## src/rtl/seg_scan_decoder.sv

```systemverilog
// rtl/seg_scan_decoder.sv - rebuilds four scanned hex digits from multiplexed an/seg lines
// and reports per-digit validity, blanking, frame commits and display staleness.
module seg_scan_decoder #(
  parameter int SETTLE  = 4,
  parameter int TIMEOUT = 1000000
) (
  input  logic        clk,
  input  logic        reset,
  input  logic [3:0]  an,
  input  logic [6:0]  seg,
  output logic [15:0] digits,
  output logic [3:0]  digit_valid,
  output logic [3:0]  blank,
  output logic        frame_valid,
  output logic [7:0]  frame_count,
  output logic        stale
);

  localparam logic [7:0]  SETTLE_M1 = 8'(SETTLE - 1);
  localparam logic [23:0] TMO_MAX   = 24'(TIMEOUT);

  // returns {valid, blank, value}
  function automatic logic [5:0] decode_glyph(input logic [6:0] s);
    case (s)
      7'b1000000: decode_glyph = {2'b10, 4'h0};
      7'b1111001: decode_glyph = {2'b10, 4'h1};
      7'b0100100: decode_glyph = {2'b10, 4'h2};
      7'b0110000: decode_glyph = {2'b10, 4'h3};
      7'b0011001: decode_glyph = {2'b10, 4'h4};
      7'b0010010: decode_glyph = {2'b10, 4'h5};
      7'b0000010: decode_glyph = {2'b10, 4'h6};
      7'b1111000: decode_glyph = {2'b10, 4'h7};
      7'b0000000: decode_glyph = {2'b10, 4'h8};
      7'b0010000: decode_glyph = {2'b10, 4'h9};
      7'b0001000: decode_glyph = {2'b10, 4'hA};
      7'b0000011: decode_glyph = {2'b10, 4'hB};
      7'b1000110: decode_glyph = {2'b10, 4'hC};
      7'b0100001: decode_glyph = {2'b10, 4'hD};
      7'b0000110: decode_glyph = {2'b10, 4'hE};
      7'b0001110: decode_glyph = {2'b10, 4'hF};
      7'b1111111: decode_glyph = {2'b01, 4'h0};
      default:    decode_glyph = {2'b00, 4'hF};
    endcase
  endfunction

  logic [3:0]  r_an, r_an_prev;
  logic [6:0]  r_seg, r_seg_prev;
  logic [7:0]  r_settle;
  logic        r_dwell_done;
  logic [3:0]  r_mask;
  logic [15:0] r_sh_val;
  logic [3:0]  r_sh_valid, r_sh_blank;
  logic [15:0] r_digits;
  logic [3:0]  r_digit_valid, r_blank;
  logic        r_frame_valid;
  logic [7:0]  r_frame_count;
  logic [23:0] r_tmo;
  logic        r_stale;

  logic        w_sel, w_change, w_dwell_eff, w_capture, w_commit;
  logic [1:0]  w_idx;
  logic [7:0]  w_settle_nxt;
  logic [3:0]  w_mask_nxt;
  logic [5:0]  w_dec;
  logic [15:0] w_sh_val_nxt;
  logic [3:0]  w_sh_valid_nxt, w_sh_blank_nxt;
  logic [23:0] w_tmo_nxt;

  always_comb begin
    w_sel = 1'b1;
    w_idx = 2'd0;
    case (r_an)
      4'b1110: w_idx = 2'd0;
      4'b1101: w_idx = 2'd1;
      4'b1011: w_idx = 2'd2;
      4'b0111: w_idx = 2'd3;
      default: w_sel = 1'b0;
    endcase
  end

  assign w_change = (r_an != r_an_prev) || (r_seg != r_seg_prev);

  // counter saturates at SETTLE-1; dwell-done keeps a long dwell to one capture
  always_comb begin
    w_settle_nxt = 8'd0;
    if (w_sel && !w_change)
      w_settle_nxt = (r_settle < SETTLE_M1) ? r_settle + 8'd1 : r_settle;
  end

  assign w_dwell_eff = w_sel && !w_change && r_dwell_done;
  assign w_capture   = w_sel && (w_settle_nxt == SETTLE_M1) && !w_dwell_eff;
  assign w_mask_nxt  = r_mask | (w_capture ? (4'b0001 << w_idx) : 4'b0000);
  assign w_commit    = w_capture && (w_mask_nxt == 4'b1111);
  assign w_dec       = decode_glyph(r_seg);

  always_comb begin
    w_sh_val_nxt   = r_sh_val;
    w_sh_valid_nxt = r_sh_valid;
    w_sh_blank_nxt = r_sh_blank;
    for (int i = 0; i < 4; i++) begin
      if (w_capture && (w_idx == 2'(i))) begin
        w_sh_val_nxt[4*i +: 4] = w_dec[3:0];
        w_sh_valid_nxt[i]      = w_dec[5];
        w_sh_blank_nxt[i]      = w_dec[4];
      end
    end
  end

  always_comb begin
    w_tmo_nxt = r_tmo;
    if (w_commit)
      w_tmo_nxt = 24'd0;
    else if (r_tmo != TMO_MAX)
      w_tmo_nxt = r_tmo + 24'd1;
  end

  always_ff @(posedge clk or posedge reset) begin
    if (reset) begin
      r_an          <= 4'd0;
      r_an_prev     <= 4'd0;
      r_seg         <= 7'd0;
      r_seg_prev    <= 7'd0;
      r_settle      <= 8'd0;
      r_dwell_done  <= 1'b0;
      r_mask        <= 4'd0;
      r_sh_val      <= 16'd0;
      r_sh_valid    <= 4'd0;
      r_sh_blank    <= 4'd0;
      r_digits      <= 16'd0;
      r_digit_valid <= 4'd0;
      r_blank       <= 4'd0;
      r_frame_valid <= 1'b0;
      r_frame_count <= 8'd0;
      r_tmo         <= 24'd0;
      r_stale       <= 1'b1;
    end else begin
      r_an          <= an;
      r_seg         <= seg;
      r_an_prev     <= r_an;
      r_seg_prev    <= r_seg;
      r_settle      <= w_settle_nxt;
      r_dwell_done  <= w_dwell_eff || w_capture;
      r_mask        <= w_commit ? 4'd0 : w_mask_nxt;
      r_sh_val      <= w_sh_val_nxt;
      r_sh_valid    <= w_sh_valid_nxt;
      r_sh_blank    <= w_sh_blank_nxt;
      r_frame_valid <= w_commit;
      r_tmo         <= w_tmo_nxt;
      r_stale       <= w_commit ? 1'b0 : (r_stale || (w_tmo_nxt == TMO_MAX));
      if (w_commit) begin
        r_digits      <= w_sh_val_nxt;
        r_digit_valid <= w_sh_valid_nxt;
        r_blank       <= w_sh_blank_nxt;
        r_frame_count <= r_frame_count + 8'd1;
      end
    end
  end

  assign digits      = r_digits;
  assign digit_valid = r_digit_valid;
  assign blank       = r_blank;
  assign frame_valid = r_frame_valid;
  assign frame_count = r_frame_count;
  assign stale       = r_stale;

endmodule

```

## config.mk

```make
export PLATFORM = sky130hd
export DESIGN_NAME = seg_scan_decoder
export DESIGN_NICKNAME = d
export VERILOG_FILES = /design/src/rtl/seg_scan_decoder.sv
export SDC_FILE = /design/constraint.sdc
export NUM_CORES = 1
export LEC_CHECK = 0
export ABC_AREA = 0
export CAP_MARGIN = 10
export CORE_ASPECT_RATIO = 1.75
export CORE_MARGIN = 5
export CORE_UTILIZATION = 55
export CTS_BUF_LIST = sky130_fd_sc_hd__clkbuf_4
export DETAILED_ROUTE_END_ITERATION = 8
export PLACE_DENSITY_LB_ADDON = 0.12
export SLEW_MARGIN = 40
export SYNTH_ARGS = -nofsm -noshare
export SYNTH_HDL_FRONTEND = slang
export SYNTH_SLANG_ARGS = --single-unit
```

## constraint.sdc

```tcl
create_clock -name clk -period 10.1 [get_ports clk]
set_input_delay 1.515 -clock clk [delete_from_list [all_inputs] [get_ports clk]]
set_output_delay 1.515 -clock clk [all_outputs]
set_load 0.005 [all_outputs]
```

==> results.tsv, run 1 <==
stage	metric	value	unit
synth	synth_common_cells	116 x dfrtp_1, 70 x nor2_1, 29 x a21oi_1, 29 x mux2_2, 23 x xor2_1	
synth	async_flop_share	1.00	
sta	finalMaxSlewViolations	0	
synth	yosys.area_share.simple	0.198	
placed_design	portBuffers	46	
detailed_routing	viasPerCell	5.62	
critical_path	worstPathMaxFanout	58	
sta	worst_pin_slew	0.766	ns
cells_and_area	stdcell_count	674	
detailed_routing	wire_per_inst	16.8	microns
floorplan	fp.dieH	141	microns
synth	ys.flop_type	dfrtp_1	
clock_network	postCtsHoldBufs	0	
critical_path	cp_slowest_cell	buf_4	
sta	rsz0062_at_grt	no	
clock_network	cts_buffer_depth	2	
clock_network	clkLatencyLatePin	0.51	ns
clock_network	cts_setup_buffers	0	
global_routing	grt_overflow	0	
floorplan	rows	48	
synth	ys_warn_count	0	
global_routing	track_usage	0.201	
floorplan	dieArea	12000	sq um
detailed_routing	ant_nets	0	
synth	ys_types	58	
power	clockPowerShare	0.435	
sta	hold_viol_final	0	
synth	ys_ff_latch	117	
global_routing	grt_max_degree	84	
critical_path	setup.worst_path.class	flop to flop	
cells_and_area	final-seq-area	2930	sq um
synth	synth.most_common_cell	dfrtp_1	
clock_network	cts_root_buf	clkbuf_4	
synth	seq_area_frac_synth	0.540	
placed_design	placedCellCount	640	
placed_design	routabilityCongestion	0.837	
synth	synth_top_cell_by_area	dfrtp_1	
placed_design	dp_hpwl	7.99	mm
power	seq_power_share	0.529	
synth	synthesis.area	5430	sq um
clock_network	cts_tree	yes	
clock_network	path_clk_slew	0.11	ns
clock_network	cts_max_level	4	
floorplan	coreArea	9790	sq um
job	max-cap-violations	0	
power	comb_power_share	0.036	
synth	avgSynthCellArea	11.0	sq um
detailed_routing	wl	11.3	mm
synth	synth_top_area_frac	0.535	
sta	slew_headroom	0.485	
critical_path	cp_cell_sequence	ha_1 > or3b_1 > a2111oi_4 > nand4_4 > nor3b_4 > buf_4 > and3_1 > nand4_1 > xnor2_1	
cells_and_area	final_nets	552	
critical_path	critical_path_required	10.49	ns
critical_path	crit_path_end_kind	flop	
synth	ys_top_cells_by_area	dfrtp_1 53%, mux2_2 6.0%, nor2_1 4.8%	
clock_network	cts_resized	0	
synth	synth_mux_area_frac	0.0657	
sta	final.setup.tns	0	ns
floorplan	die_w	85.1	microns
cells_and_area	area_growth	16.0	%
critical_path	arrival	3.72	ns
cells_and_area	multiInputGateArea	2320	sq um
sta	whs	0.482	ns
power	p_switching	205	uW
floorplan	io_pins	47	
power	switching_share	0.226	
sta	post-route-period-util	0.329	
worst_hold_path	hold_path_class	flop to flop	
clock_network	clock_sinks	117	
synth	synth-adder-area-share	0.00922	
synth	syn_nets	509	
clock_network	cts_made_buffers	17	
global_routing	antenna_found_initial	1	
sta	setup_viol	0	
critical_path	start_kind	flop	
power	ir_worst_vdd	0.000108	V
synth	synth_compound_area_frac	0.0832	
detailed_routing	first_pass_iters	4	
critical_path	max_stage_delay	0.56	ns
power	power.leakage	0.00283	uW
sta	finalClockSkew	0.0217	ns
sta	min_period	3.33	ns
run_status	status	completed	
detailed_routing	vias	3791	
synth	synth-xor-area-share	0.0694	
sta	fmax	301	MHz
power	power.density	144	nW/um^2
cells_and_area	layout-drive-gt1-share	0.148	
synth	synth_enable_flop_cells	0	
detailed_routing	drtIter0Drc	118	
detailed_routing	route.detailed.drc	0	
synth	synth_top_family_by_area	simple AND/OR/NAND/NOR gates	
synth	syn_inst	492	
cells_and_area	nFillCells	774	
floorplan	start_util	0.554	
cells_and_area	fin_util	0.643	
global_routing	first_global_vias	3845	
power	p_int	704	uW
global_routing	grt_pass1_wl	19.0	mm
logic make-up after synthesis:
| family | count (synthesis) |
|---|---|
| compound gates | 66 |
| flops | 117 |
| simple gates | 193 |
| fa+ha+maj | 4 |
| buf+inv | 37 |
| xor+xnor | 43 |
| mux | 32 |
sequential cells by signal, summed over array words and instances (netlist names):
register,flops
r_tmo,24
digits,16
r_sh_val,16
frame_count,8
r_settle,8
r_seg,7
r_seg_prev,7
blank,4
digit_valid,4
r_an,4
r_an_prev,4
r_mask,4
r_sh_blank,4
r_sh_valid,4
frame_valid,1
r_dwell_done,1
stale,1
power by group through the flow:
stage	combinational [uW]	clock [uW]	sequential, uW
2_1_floorplan	25.7	0	484
3_3_place_gp	31.3	0	490
3_5_place_dp	32.1	0	490
4_1_cts	32.4	404	481
5_1_grt	37.0	425	482
6_report	32.7	395	481
area by class of cell:
cell class	count	area share
antenna	1	0.000397
clock buffer	17	0.0203
clock inverter	15	0.0336
inverter	12	0.00755
multi-input combinational	338	0.368
sequential	117	0.465
tap	125	0.0248
timing repair buffer	49	0.0805
stage by stage:
step                power (uW)  worst slack (ns)  cell area [sq um]
floorplan                  510              5.49               5430
global placement           521              6.78               5920
detailed placement         522              6.74               5930
CTS                        918              6.73               6270
global route               944              6.59               6300
finish                     909              6.77               6300
worst max-delay path, delay by kind of cell (launching register included):
| family | cells | cell delay [ns] |
|---|---|---|
| AO/OA/AOI/OAI | 1 | 0.45 |
| flip-flops | 1 | 0.43 |
| adder cells (fa/ha/maj) | 1 | 0.32 |
| XOR/XNOR | 1 | 0.15 |
| buffers and inverters | 1 | 0.56 |
| AND/OR/NAND/NOR | 5 | 1.29 |
final timing paths:
check                      cells after the start                          to  slack, ns                       start
min in group asynchronous                      2          r_tmo[3]$_DFF_PP0_       1.37                       reset
max in group asynchronous                      4          r_tmo[7]$_DFF_PP0_       7.77                       reset
setup reg to reg                               9  frame_count[5]$_DFFE_PP0N_       6.77       r_settle[0]$_DFF_PP0_
hold / removal                                 1  frame_count[7]$_DFFE_PP0N_       0.48  frame_count[7]$_DFFE_PP0N_
setup / recovery                               9  frame_count[5]$_DFFE_PP0N_       6.77       r_settle[0]$_DFF_PP0_
hold reg to reg                                1  frame_count[7]$_DFFE_PP0N_       0.48  frame_count[7]$_DFFE_PP0N_
per-layer routing:
metal,GRT usage,wire (microns),vias to the layer above,part of all wire
met5,0,0,-,0
met4,0.0826,279,0,0.025
met3,0.0500,362,22,0.032
met2,0.363,6310,82,0.56
met1,0.221,4390,1871,0.39
li1,-,-,1816,-
cell usage in the layout, fill, tap and decap left out, types with 3 or more instances in the layout:
master           synthesis  final
or2_2                    3      3
a31oi_1                  3      3
clkinv_1                 0      3
nor3_1                  12     12
nand2b_1                 4      4
bufinv_16                0      5
mux2i_1                  3      3
nor4_1                   9      9
and2_1                   9      9
nor4b_1                  3      3
clkbuf_4                 0     17
inv_1                   12     11
o21ai_0                  7      7
ha_1                     4      4
and4_1                   3      3
nand4b_1                 3      3
nand3_1                 17     17
nand2_1                 18     18
xor2_1                  23     23
nand3b_1                 4      4
nor2_1                  70     70
mux2_2                  29     29
clkdlybuf4s50_1          0     46
nand4_1                 10     10
a21oi_2                  5      5
xnor2_1                 20     20
and3_1                   6      6
a21oi_1                 29     29
clkinvlp_4               0      3
or3_1                    4      4
dfrtp_1                116    116
nor2b_1                  3      3
(Power assumes the default switching activity.)
==> run 2: changes to the inputs <==
- CORE_UTILIZATION: 55 -> 54
- clock period: 10.1 -> 2.9 ns (I/O delays scaled with it)
==> results.tsv, run 2 (same netlist as run 1, synthesis figures left out) <==
stage	metric	value	unit	change
detailed_routing	viasPerCell	5.60		-0.47%
power	ir_worst_vdd	0.000327	V	+200%
floorplan	die_w	85.8	microns	+0.81%
cells_and_area	final_common_cell	dfrtp_1		
critical_path	start_kind	flop		
power	power.leakage	0.00295	uW	+4.3%
sta	setup_viol	0		unchanged
sta	slew_headroom	0.602		+0.117
clock_network	cts_made_buffers	17		unchanged
sta	worst_pin_slew	0.596	ns	-0.170 ns
sta	finalClockSkew	0.0172	ns	-0.00447 ns
critical_path	critical_path_required	3.30	ns	-7.19 ns
detailed_routing	drtIter0Drc	148		+25%
detailed_routing	wl	11.9	mm	+4.5%
critical_path	timing.rr.start	r_settle[1]$_DFF_PP0_		
global_routing	grt_max_degree	62		-26%
sta	whs	0.324	ns	-0.158 ns
worst_hold_path	hold_path_class	primary input to asynchronous set/reset pin		
clock_network	path_clk_slew	0.11	ns	about the same
sta	hold_viol_final	0		unchanged
cells_and_area	mostFrequentLayoutCells	116 x dfrtp_1, 70 x nor2_1, 46 x clkdlybuf4s50_1		
cells_and_area	largest_reg_flops	24		unchanged
cells_and_area	final_cell_area	6520	sq um	+3.5%
sta	post-route-period-util	0.982		+0.653
floorplan	io_pins	47		unchanged
sta	rsz0062_at_grt	yes		
placed_design	portBuffers	46		unchanged
global_routing	track_usage	0.210		+0.00877
cells_and_area	layout-drive-gt1-share	0.198		+0.0501
cells_and_area	stdcell_count	702		+4.2%
sta	finalMaxSlewViolations	0		unchanged
clock_network	cts_root_buf	clkbuf_4		
sta	min_period	2.85	ns	-0.478 ns
global_routing	antenna_found_initial	1		unchanged
placed_design	placedCellCount	667		+4.2%
run_status	status	completed		
detailed_routing	route.detailed.drc	0		unchanged
floorplan	dieArea	12200	sq um	+1.7%
critical_path	startpoint	r_settle[1]$_DFF_PP0_		
detailed_routing	wire_per_inst	16.9	microns	+0.36%
global_routing	grt_pass1_wl	19.8	mm	+4.2%
clock_network	clkLatencyLatePin	0.51	ns	about the same
floorplan	coreArea	9850	sq um	+0.61%
clock_network	cts_max_level	4		unchanged
placed_design	dp_hpwl	8.71	mm	+8.9%
job	max-cap-violations	0		unchanged
cells_and_area	area_growth	20.0	%	
floorplan	fp.dieH	143	microns	+0.86%
critical_path	crit_path_end_kind	flop		
sta	final.setup.tns	0	ns	unchanged
cells_and_area	top_register	r_tmo		
clock_network	cts_buffer_depth	2		unchanged
power	power.density	449	nW/um^2	+210%
detailed_routing	first_pass_iters	4		unchanged
placed_design	routabilityCongestion	0.937		+12%
cells_and_area	final_nets	581		+5.3%
global_routing	grt_overflow	0		unchanged
clock_network	clock_sinks	117		unchanged
detailed_routing	vias	3930		+3.7%
critical_path	worstPathMaxFanout	5		-91%
floorplan	rows	48		unchanged
sta	fmax	351	MHz	+17%
critical_path	setup.worst_path.class	flop to flop		
critical_path	arrival	3.25	ns	-0.47 ns
clock_network	cts_tree	yes		
placed_design	post_dp_cell_area	6180	sq um	+4.2%
floorplan	start_util	0.551		-0.00338
detailed_routing	ant_nets	0		unchanged
global_routing	first_global_vias	4097		+6.6%
-- run 2: cell count changes in the layout (fill, tap and decap cells not counted), moves of 2 or more --
cell,before,now
buf_6,1,3
clkinvlp_4,3,5
bufinv_16,5,2
buf_4,1,25
buf_12,0,4
clkinv_1,3,1
mux2_2,29,26
mux2_4,0,3
-- run 2: worst paths after layout --
path	endpoint	slack, ns	cells past startpoint
max in group asynchronous	r_settle[1]$_DFF_PP0_	1.88	3
worst min register to register	frame_count[7]$_DFFE_PP0N_	0.48	1
worst max-delay path	blank[2]$_DFFE_PP0N_	0.05	8
min in group clk	r_seg[6]$_DFF_PP0_	0.35	1
worst min-delay path	r_tmo[7]$_DFF_PP0_	0.32	2
worst max register to register	blank[2]$_DFFE_PP0N_	0.05	8
-- run 2: layout make-up --
type                       count  area (sq um)
antenna                        1          2.50
tap                          125           156
inverter                      12          48.8
timing repair buffer          78           762
clock inverter                13           135
clock buffer                  18           135
sequential                   117          2930
multi-input combinational    338          2350
fill                         762          3330
-- run 2: what timing repair did --
item,4_1_cts,5_1_grt
setup endpoints to repair,0,22
hold endpoints to repair,0,0
hold buffers,0,0
buffers inserted,0,3
resized for setup,0,9
-- run 2: report_power, final --
part | switching [uW] | internal (uW)
Combinational | 76.7 | 54.3
Clock | 612 | 512
Sequential | 25.1 | 1650
Total | 714 | 2210
-- run 2: layer usage --
metal / wire length (microns) / GRT usage
met2: 6740 / 0.383
met5: 0 / 0
met1: 4350 / 0.220
met4: 375 / 0.100
met3: 391 / 0.0548
-- run 2: critical path, stage by stage, from the launching register on --
cell       delay, ns
dfrtp_1         0.44
ha_4            0.29
or3b_4          0.39
a2111oi_4       0.36
nand4_4         0.19
buf_6           0.17
nor4b_4         0.31
mux2_4          0.34
mux2_4          0.26
-- run 2: stage by stage --
step	power [uW]	worst slack, ns	utilization
floorplan	1780	0.164	-
detailed placement	1840	0.0506	0.627
finish	2930	0.0517	0.661
global placement	1830	0.135	0.627
global route	3070	-0.0401	0.661
CTS	2970	0.0180	0.655
